[config.mk]
export PLATFORM = sky130hd
export DESIGN_NAME = cpu_bus_arbiter_flat
export DESIGN_NICKNAME = d
export VERILOG_FILES = /design/src/rtl/cpu_bus_arbiter_pkg.sv /design/src/rtl/cpu_bus_arbiter_if.sv /design/src/rtl/cpu_bus_arbiter_rr_pick.sv /design/src/rtl/cpu_bus_arbiter.sv /design/src/flat_wrapper.sv
export SDC_FILE = /design/constraint.sdc
export NUM_CORES = 1
export LEC_CHECK = 0
export ABC_AREA = 0
export CORE_MARGIN = 2
export CORE_UTILIZATION = 37
export CTS_CLUSTER_DIAMETER = 50
export CTS_CLUSTER_SIZE = 40
export DETAILED_ROUTE_END_ITERATION = 16
export PLACE_DENSITY = 0.84
export SLEW_MARGIN = 15
export SYNTH_ARGS = -nofsm -noshare
export SYNTH_HDL_FRONTEND = slang
export SYNTH_SLANG_ARGS = --single-unit
[constraint.sdc]
create_clock -name i_clk -period 2.01 [get_ports i_clk]
set_input_delay 0.402 -clock i_clk [delete_from_list [all_inputs] [get_ports i_clk]]
set_output_delay 0.402 -clock i_clk [all_outputs]
set_load 0.01 [all_outputs]
[src/rtl/cpu_bus_arbiter_pkg.sv]
// cpu_bus_arb_pkg: shared types and constants for the CPU bus arbiter.
//   arb_state_e  - arbiter FSM states (IDLE / ISSUE / WAIT)
//   DEF_ADDR_W   - default address width
//   DEF_DATA_W   - default data width
//   TO_CNT_W     - width of the WAIT timeout counter
package cpu_bus_arb_pkg;

    typedef enum logic [1:0] {
        S_IDLE  = 2'd0,
        S_ISSUE = 2'd1,
        S_WAIT  = 2'd2
    } arb_state_e;

    localparam int DEF_ADDR_W = 32;
    localparam int DEF_DATA_W = 32;
    localparam int TO_CNT_W   = 8;

endpackage

[src/rtl/cpu_bus_arbiter_if.sv]
// cpu_bus_arbiter_if: external memory bus between the arbiter and the fabric.
//   o_bus_clk        - one-cycle transfer strobe
//   o_bus_we         - transfer is a write
//   o_bus_addr       - transfer address
//   o_bus_data       - write data
//   i_bus_data       - read data returned by the fabric
//   i_bus_data_ready - fabric has completed the transfer
// Modports: master (arbiter side), slave (fabric side).
interface cpu_bus_arbiter_if
    import cpu_bus_arb_pkg::*;
#(
    parameter int ADDR_W = DEF_ADDR_W,
    parameter int DATA_W = DEF_DATA_W
);
    logic              o_bus_clk;
    logic              o_bus_we;
    logic [ADDR_W-1:0] o_bus_addr;
    logic [DATA_W-1:0] o_bus_data;
    logic [DATA_W-1:0] i_bus_data;
    logic              i_bus_data_ready;

    modport master (
        output o_bus_clk, o_bus_we, o_bus_addr, o_bus_data,
        input  i_bus_data, i_bus_data_ready
    );

    modport slave (
        input  o_bus_clk, o_bus_we, o_bus_addr, o_bus_data,
        output i_bus_data, i_bus_data_ready
    );
endinterface

[src/rtl/cpu_bus_arbiter_rr_pick.sv]
// rr_pick: combinational round-robin selector.
//   req    - request vector
//   ptr    - index where the upward scan starts (wraps modulo NUM_REQ)
//   onehot - one-hot winner
//   idx    - winner index
//   valid  - at least one request is set
module rr_pick #(
    parameter int NUM_REQ = 2,
    parameter int IW      = (NUM_REQ > 1) ? $clog2(NUM_REQ) : 1
) (
    input  logic [NUM_REQ-1:0] req,
    input  logic [IW-1:0]      ptr,
    output logic [NUM_REQ-1:0] onehot,
    output logic [IW-1:0]      idx,
    output logic               valid
);
    int   k;
    logic found;

    always_comb begin
        onehot = '0;
        idx    = '0;
        found  = 1'b0;
        k      = 0;
        for (int i = 0; i < NUM_REQ; i++) begin
            k = int'(ptr) + i;
            if (k >= NUM_REQ) k = k - NUM_REQ;
            if (!found && req[k]) begin
                found     = 1'b1;
                onehot[k] = 1'b1;
                idx       = IW'(k);
            end
        end
    end

    assign valid = |req;
endmodule

[src/rtl/cpu_bus_arbiter.sv]
// cpu_bus_arbiter: round-robin arbiter sharing one external memory bus
// between NUM_REQ requesters (index 0 is the CPU). One transfer at a time:
// IDLE (arbitrate) -> ISSUE (strobe) -> WAIT (until fabric ready).
//   i_clk, i_rst     - clock, asynchronous active-low reset
//   i_req/i_we       - per-requester request level and write flag
//   i_addr/i_wdata   - packed per-requester attributes (slice k = requester k)
//   o_gnt            - one-hot grant held for the whole transfer
//   o_done           - one-cycle completion pulse to the granted requester
//   o_rdata          - read data, valid in the o_done cycle, held until next read
//   o_err            - abort pulse alongside o_done (timeout build only)
//   o_busy           - FSM not in IDLE
//   bus              - fabric side (cpu_bus_arbiter_if.master)
// Build option: define CPU_BUS_ARB_TIMEOUT_EN to abort a WAIT that lasts
// TIMEOUT cycles; otherwise WAIT blocks until ready and o_err is tied low.
module cpu_bus_arbiter
    import cpu_bus_arb_pkg::*;
#(
    parameter int NUM_REQ = 2,
    parameter int ADDR_W  = DEF_ADDR_W,
    parameter int DATA_W  = DEF_DATA_W,
    parameter int TIMEOUT = 255
) (
    input  logic                      i_clk,
    input  logic                      i_rst,
    input  logic [NUM_REQ-1:0]        i_req,
    input  logic [NUM_REQ-1:0]        i_we,
    input  logic [NUM_REQ*ADDR_W-1:0] i_addr,
    input  logic [NUM_REQ*DATA_W-1:0] i_wdata,
    output logic [NUM_REQ-1:0]        o_gnt,
    output logic [NUM_REQ-1:0]        o_done,
    output logic [DATA_W-1:0]         o_rdata,
    output logic                      o_err,
    output logic                      o_busy,
    cpu_bus_arbiter_if.master         bus
);
    localparam int IW = $clog2(NUM_REQ);

    arb_state_e        state;
    logic [IW-1:0]     ptr;
    logic              bus_we;
    logic [ADDR_W-1:0] bus_addr;
    logic [DATA_W-1:0] bus_data;

    logic [NUM_REQ-1:0] pick_onehot;
    logic [IW-1:0]      pick_idx;
    logic               pick_valid;

    rr_pick #(.NUM_REQ(NUM_REQ), .IW(IW)) u_pick (
        .req    (i_req),
        .ptr    (ptr),
        .onehot (pick_onehot),
        .idx    (pick_idx),
        .valid  (pick_valid)
    );

`ifdef CPU_BUS_ARB_TIMEOUT_EN
    logic [TO_CNT_W-1:0] to_cnt;
    logic                err_q;
    assign o_err = err_q;
`else
    assign o_err = 1'b0;
`endif

    always_ff @(posedge i_clk or negedge i_rst) begin
        if (!i_rst) begin
            state    <= S_IDLE;
            ptr      <= '0;
            o_gnt    <= '0;
            o_done   <= '0;
            o_rdata  <= '0;
            bus_we   <= 1'b0;
            bus_addr <= '0;
            bus_data <= '0;
`ifdef CPU_BUS_ARB_TIMEOUT_EN
            to_cnt   <= '0;
            err_q    <= 1'b0;
`endif
        end else begin
            o_done <= '0;
`ifdef CPU_BUS_ARB_TIMEOUT_EN
            err_q  <= 1'b0;
`endif
            case (state)
                S_IDLE: begin
                    if (pick_valid) begin
                        o_gnt    <= pick_onehot;
                        bus_we   <= i_we[pick_idx];
                        bus_addr <= i_addr[pick_idx*ADDR_W +: ADDR_W];
                        bus_data <= i_wdata[pick_idx*DATA_W +: DATA_W];
                        ptr      <= (pick_idx == IW'(NUM_REQ-1)) ? '0 : pick_idx + 1'b1;
                        state    <= S_ISSUE;
                    end
                end
                S_ISSUE: begin
                    // Ready is deliberately not sampled during the strobe cycle.
                    state <= S_WAIT;
`ifdef CPU_BUS_ARB_TIMEOUT_EN
                    to_cnt <= '0;
`endif
                end
                S_WAIT: begin
                    // Ready wins over a coincident timeout.
                    if (bus.i_bus_data_ready) begin
                        o_done <= o_gnt;
                        o_gnt  <= '0;
                        if (!bus_we) o_rdata <= bus.i_bus_data;
                        state  <= S_IDLE;
                    end
`ifdef CPU_BUS_ARB_TIMEOUT_EN
                    else if (to_cnt == TO_CNT_W'(TIMEOUT-1)) begin
                        o_done  <= o_gnt;
                        o_gnt   <= '0;
                        err_q   <= 1'b1;
                        o_rdata <= '0;
                        state   <= S_IDLE;
                    end else begin
                        to_cnt <= to_cnt + 1'b1;
                    end
`endif
                end
                default: state <= S_IDLE;
            endcase
        end
    end

    assign o_busy          = (state != S_IDLE);
    assign bus.o_bus_clk   = (state == S_ISSUE);
    assign bus.o_bus_we    = bus_we;
    assign bus.o_bus_addr  = bus_addr;
    assign bus.o_bus_data  = bus_data;
endmodule

[src/flat_wrapper.sv]
// flat-port wrapper written by rule: the top's interface ports become plain ports
module cpu_bus_arbiter_flat import cpu_bus_arb_pkg::*;
#(
    parameter int NUM_REQ = 2,
    parameter int ADDR_W  = DEF_ADDR_W,
    parameter int DATA_W  = DEF_DATA_W,
    parameter int TIMEOUT = 255
)
  (i_clk, i_rst, i_req, i_we, i_addr, i_wdata, o_gnt, o_done, o_rdata, o_err, o_busy, bus_o_bus_clk, bus_o_bus_we, bus_o_bus_addr, bus_o_bus_data, bus_i_bus_data, bus_i_bus_data_ready);
  cpu_bus_arbiter_if #(.ADDR_W(ADDR_W), .DATA_W(DATA_W)) bus_i ();
  input  logic i_clk;
  input  logic i_rst;
  input  logic [NUM_REQ-1:0] i_req;
  input  logic [NUM_REQ-1:0] i_we;
  input  logic [NUM_REQ*ADDR_W-1:0] i_addr;
  input  logic [NUM_REQ*DATA_W-1:0] i_wdata;
  output logic [NUM_REQ-1:0] o_gnt;
  output logic [NUM_REQ-1:0] o_done;
  output logic [DATA_W-1:0] o_rdata;
  output logic o_err;
  output logic o_busy;
  output wire logic [$bits(bus_i.o_bus_clk)-1:0] bus_o_bus_clk;
  output wire logic [$bits(bus_i.o_bus_we)-1:0] bus_o_bus_we;
  output wire logic [$bits(bus_i.o_bus_addr)-1:0] bus_o_bus_addr;
  output wire logic [$bits(bus_i.o_bus_data)-1:0] bus_o_bus_data;
  input wire logic [$bits(bus_i.i_bus_data)-1:0] bus_i_bus_data;
  input wire logic [$bits(bus_i.i_bus_data_ready)-1:0] bus_i_bus_data_ready;
  assign bus_o_bus_clk = bus_i.o_bus_clk;
  assign bus_o_bus_we = bus_i.o_bus_we;
  assign bus_o_bus_addr = bus_i.o_bus_addr;
  assign bus_o_bus_data = bus_i.o_bus_data;
  assign bus_i.i_bus_data = bus_i_bus_data;
  assign bus_i.i_bus_data_ready = bus_i_bus_data_ready;
  cpu_bus_arbiter #(.NUM_REQ(NUM_REQ), .ADDR_W(ADDR_W), .DATA_W(DATA_W), .TIMEOUT(TIMEOUT)) u_core (.i_clk(i_clk), .i_rst(i_rst), .i_req(i_req), .i_we(i_we), .i_addr(i_addr), .i_wdata(i_wdata), .o_gnt(o_gnt), .o_done(o_done), .o_rdata(o_rdata), .o_err(o_err), .o_busy(o_busy), .bus(bus_i));
endmodule
==> results.toml, run 1 <==
[run_status]
status = "finished clean"

[sta]
fin_crit_sh = 0.956
setup_viol = 0
rsz0062_at_grt = "false"
fin_tns_setup_ns = 0
finClkSkew_ns = 0.00705
fmax_ghz = 0.520
maxSlewViolCount = 0
hold_viol_final = 0
timing.final.crit_period_ns = 1.92

[critical_path]
cp.arrival_ns = 1.52
setup.worst_path.class = "flip-flop to output pin"
setup.worst_path.end_class = "output pin"
crit_fanout = 4
worst_setup_path_start_kind = "flip-flop"
critPathRequiredTime_ns = 1.61
r2r_setup_slack_ns = 0.29

[power_and_ir_drop]
p_clk_frac = 0.162
ir_worst_vdd_mv = 0.771
p_leak_nw = 3.35
p_switching_mw = 3.48
switching_share = 0.319
internal_power_mw = 7.44
p_seq_frac = 0.341
p_comb_frac = 0.497
powerDensity_nw_per_um2 = 1450

[route]
wl_per_cell_um = 18.3
post_drt_via_cell_ratio = 5.22
first_iter_violations = 240
drtPass1Iterations = 5
drc = 0
drtAntennaViolNets = 0
routed_wl_um = 13300
vias = 3787

[clock_network]
clockBufferDepth = 2
htreeDepth = 3
cts_num_sinks = 104
cts_buffers = 9
clkTransAtPathRegs_ns = 0.06
tritoncts = "yes"
root_buffer = "clkbuf_16"
insertion_delay_ns = 0.34

[logic_synthesis]
ys_ff_latch = 104
synth_xor_area_frac = 0
synthSimpleGateAreaFrac = 0.106
synth-compound-area-share = 0.163
synth-seq-area-share = 0.600
yosysUniqueCellTypes = 26
synthesis.area_um2 = 4340
synth_nets = 486
synthMuxAreaShare = 0.0831
synthAdderAreaFrac = 0
ys.warnings.count = 0
synth_top_family_by_area = "compound AO/OA/AOI/OAI gates"
syn_avg_cell_area_um2 = 13.6
synthCells = 319

[grt]
grt_pass1_vias = 4076
track_usage = 0.209
grt-ovfl-total = 0
grt_max_degree = 50
grt_pass1_wl_um = 20900
grt_antenna_before_repair = 0

[placed_design]
portBuffers = 269
hpwl_um = 9800
gp_congestion = 0.794

[floorplan]
die_area_um2 = 12600
core_um2 = 11400
row_count = 39
die_w_um = 112
start_util = 0.380
ioPinCount = 271
die_h_um = 112

[finish]
drive_above_1_share = 0.111
antenna_cells = 0
final_common_cell = "clkdlybuf4s50_1"
syn_to_final_growth_pct = 74.0
post-route-util = 0.661
final_cell_mix = "clkdlybuf4s50_1 (267), dfrtp_1 (104), and3_1 (65), a221o_1 (65), mux2_2 (30)"
nets = 748
fillers = 838

[flow_run]
cap_violations = 0

[hold_path]
hold_path_class = "flip-flop to flip-flop"
[routing by layer]
| layer | track usage | vias up | wire (um) |
|---|---|---|---|
| met5 | 0 | - | 0 |
| met1 | 0.249 | 1820 | 5380 |
| met2 | 0.363 | 190 | 6660 |
| li1 | - | 1761 | - |
| met3 | 0.0670 | 16 | 1020 |
| met4 | 0.0610 | 0 | 208 |
[flip-flops by register name (all words and copies together) (netlist names)]
| signal | count |
|---|---|
| u_core.o_rdata | 32 |
| u_core.o_gnt | 2 |
| u_core.o_done | 2 |
| u_core.ptr | 1 |
| u_core.state | 2 |
| u_core.bus.o_bus_addr | 32 |
| u_core.bus.o_bus_data | 32 |
| u_core.bus.o_bus_we | 1 |
[repair_timing]
item / CTS / global route
setup buffers: 1 / 0
endpoints found under the hold margin: 24 / 0
resized for setup: 0 / 1
pin swaps: 1 / 0
endpoints found under the setup margin: 1 / 1
hold buffers: 1 / 0
[synthesized netlist by cell type (all sizes together)]
master  instances  area share
dfrtp         104        0.60
a221o          65        0.15
and3           65       0.094
mux2           32       0.083
clkbuf         19       0.017
buf            13       0.025
inv             6      0.0052
nor2            4      0.0058
a211oi          1      0.0029
a21boi          1      0.0026
a21oi           1      0.0012
a31o            1      0.0020
a32o            1      0.0023
conb            1     0.00086
nand3b          1      0.0017
nor2b           1      0.0014
nor3b           1      0.0017
o21ai           1      0.0020
or2             1      0.0014
[worst max-delay path, stage by stage, from the launching register on]
cell and delay, ns:
dfrtp_1 0.43, nor2_4 0.19, inv_2 0.08, clkdlybuf4s50_1 0.49
[cells by family after synthesis]
kind of cell / Yosys count
AOI/OAI and AO/OA: 71
buffers and inverters: 38
DFF: 104
muxes: 32
other: 1
and+or+nand+nor: 73
[power by group through the flow]
stage	combinational (mW)	clock, mW	sequential (mW)
2_1_floorplan	1.99	0	4.14
3_3_place_gp	5.29	0	3.72
3_5_place_dp	5.46	0	3.74
4_1_cts	5.49	1.81	3.73
5_1_grt	5.79	1.89	3.86
6_report	5.43	1.76	3.72
[final timing paths]
kind                                        endpoint         startpoint  cells past startpoint
hold / removal                     u_core.o_rdata[7]  u_core.o_rdata[7]                      1
hold reg to reg                    u_core.o_rdata[7]  u_core.o_rdata[7]                      1
min in group asynchronous          u_core.o_rdata[0]              i_rst                      2
setup reg to reg            u_core.bus.o_bus_data[4]    u_core.state[1]                      5
setup / recovery                              o_busy    u_core.state[1]                      3
max in group asynchronous  u_core.bus.o_bus_addr[23]              i_rst                      3
[final cells by class]
cell class                      count  area, um^2  share of cell area
Timing Repair Buffer              283        2890               0.383
Multi-Input combinational cell    177        1550               0.206
Tap cell                          143         179              0.0237
Inverter                            6        22.5             0.00299
Sequential cell                   104        2600               0.345
Clock inverter                      4        72.6             0.00962
Clock buffer                        9         225              0.0299
[through the flow]
stage	instance area, um^2	cells	setup WS, ns	hold slack (ns)	power (mW)
floorplan	4340	319	0.502	0.106	6.13
global placement	7220	711	0.108	0.329	9.02
detailed placement	7220	711	0.0528	0.336	9.20
CTS	7540	726	0.0585	0.492	11.0
global route	7540	726	0.0347	0.498	11.5
finish	7540	726	0.0884	0.486	10.9
Note: power is estimated with default switching activity, not from simulation.
==> run 2: changes to the inputs <==
CORE_ASPECT_RATIO = 1.5   (was not set)
CORE_MARGIN = not set   (was 2)
==> run 2 against run 1 <==
Against the previous run: die area down 3.5%; sequential share of layout area fell by 0.080 points; first-iteration DRC count decreased by 38%; cell count is 1.4% higher; non-clock buffer count is the same; critical path type unchanged; largest power group unchanged.
==> results.toml, run 2 (synthesized netlist as in run 1, its figures left out) <==
[critical_path]
setup.worst_path.class = "flip-flop to output pin"
path_cells = "nor2_4 > inv_2 > clkdlybuf4s50_1"
critPathRequiredTime_ns = 1.61
r2r_end = "u_core.bus.o_bus_addr[17]"
r2r_setup_slack_ns = 0.43
rr_worst_depth = 4
cp.arrival_ns = 1.53
cp.depth = 3
crit_fanout = 4
r2r_start = "u_core.state[0]"
cp_top_family = "buffers and inverters"
setup.worst_path.end_class = "output pin"
max_stage_delay_ns = 0.49
worst_setup_path_start_kind = "flip-flop"
cpMaxStageDelayCell = "clkdlybuf4s50_1"
worst-path-buf-inv = 2

[sta]
fmax_ghz = 0.517
tightest_slew_ns = 0.550
slew_headroom = 0.634
setup_viol = 0
hold_viol_final = 0
rsz0062_at_grt = "false"
timing.final.crit_period_ns = 1.94
maxSlewViolCount = 0
fin_crit_sh = 0.963
fin_tns_setup_ns = 0
finClkSkew_ns = 0.0119

[clock_network]
cts_num_sinks = 104
clockBufferDepth = 2
ctsResizeCount = 0
clkTransAtPathRegs_ns = 0.07
root_buffer = "clkbuf_16"
insertion_delay_ns = 0.35
tritoncts = "yes"
cts_buffers = 9
htreeDepth = 3

[finish]
final_common_cell = "clkdlybuf4s50_1"
fillers = 859
final_cell_mix = "clkdlybuf4s50_1 (268), dfrtp_1 (104), and3_1 (65), a221o_1 (65), mux2_2 (30)"
drive_above_1_share = 0.116
antenna_cells = 0
nets = 748
syn_to_final_growth_pct = 74.4

[power_and_ir_drop]
ir_worst_vdd_mv = 0.650
power_mw = 10.9
p_leak_nw = 3.35
powerDensity_nw_per_um2 = 1450

[placed_design]
gp_congestion = 0.800
portBuffers = 269
hpwl_um = 9800

[hold_path]
holdPathStages = 1
hold_start = "u_core.o_rdata[6]"
hold_path_class = "flip-flop to flip-flop"
holdPathEnd = "u_core.o_rdata[6]"

[grt]
grt_pass1_wl_um = 20800
grt_pass1_vias = 4058
grt_antenna_before_repair = 0
grt_max_degree = 67
track_usage = 0.221
grt-ovfl-total = 0

[run_status]
status = "finished clean"

[route]
first_iter_violations = 149
drc = 0
drtAntennaViolNets = 0
vias = 3828
wl_per_cell_um = 18.0
drtPass1Iterations = 4
routed_wl_um = 13200
post_drt_via_cell_ratio = 5.20

[floorplan]
core_um2 = 11500
row_count = 48
die_area_um2 = 12200
die_h_um = 135
start_util = 0.378
ioPinCount = 271
die_w_um = 90.4

[flow_run]
cap_violations = 0
[run 2: changes by cell type in the layout (fill, tap and decap cells not counted), sizes merged]
cell / change
clkinvlp: -1
bufinv: -1
dlymetal6s2s: -1
inv: +5
clkdlybuf4s50: +1
[run 2: worst register-to-register path, cell delays in order (launching register included)]
cell     delay (ns)
dfrtp_1        0.42
nor2_4         0.19
buf_4          0.47
and3_1         0.32
a221o_1        0.12
[run 2: metal layers]
metal	global-route usage	wire, um
met1	0.249	4980
met2	0.391	6950
met3	0.0602	924
met4	0.0950	381
met5	0	0
[run 2: worst max-delay path by stage]
| stage | startpoint | slack (ns) | end |
|---|---|---|---|
| 6_report | u_core.state[0] | 0.07 | o_busy |
| 2_1_floorplan | u_core.state[0] | 0.50 | u_core.o_rdata[10] |
| 3_5_place_dp | i_req[0] | 0.06 | u_core.bus.o_bus_addr[17] |
| 3_3_place_gp | i_req[1] | 0.13 | u_core.bus.o_bus_data[8] |
| 5_1_grt | u_core.state[0] | 0.01 | o_busy |
| 4_1_cts | u_core.state[0] | 0.04 | o_busy |
[run 2: area by class of cell]
class	instances	area [um^2]	share of cell area
Clock buffer	9	225	0.0298
Clock inverter	7	83.8	0.0111
Inverter	6	22.5	0.00298
Multi-Input combinational cell	177	1550	0.205
Sequential cell	104	2600	0.344
Tap cell	150	188	0.0248
Timing Repair Buffer	283	2890	0.382
[run 2: repair_timing]
item,4_1_cts,5_1_grt
setup buffers,0,0
hold buffers,1,0
endpoints found under the hold margin,29,0
[run 2: per-stage QoR]
step                utilization  cells  instance area (um^2)  setup slack [ns]  hold slack, ns
detailed placement        0.631    719                  7240            0.0557           0.366
finish                    0.659    736                  7560            0.0741           0.488
floorplan                     -    319                  4340             0.502           0.106
CTS                       0.659    736                  7560            0.0355           0.496
global route              0.659    736                  7560            0.0134           0.504
global placement          0.631    719                  7240             0.134           0.360
[run 2: power breakdown]
group / leakage, nW / switching, mW / internal, mW
registers: 1.27 / 0.613 / 3.12
clock network: 0.155 / 0.805 / 0.994
logic: 1.92 / 2.16 / 3.23
total: 3.35 / 3.58 / 7.35
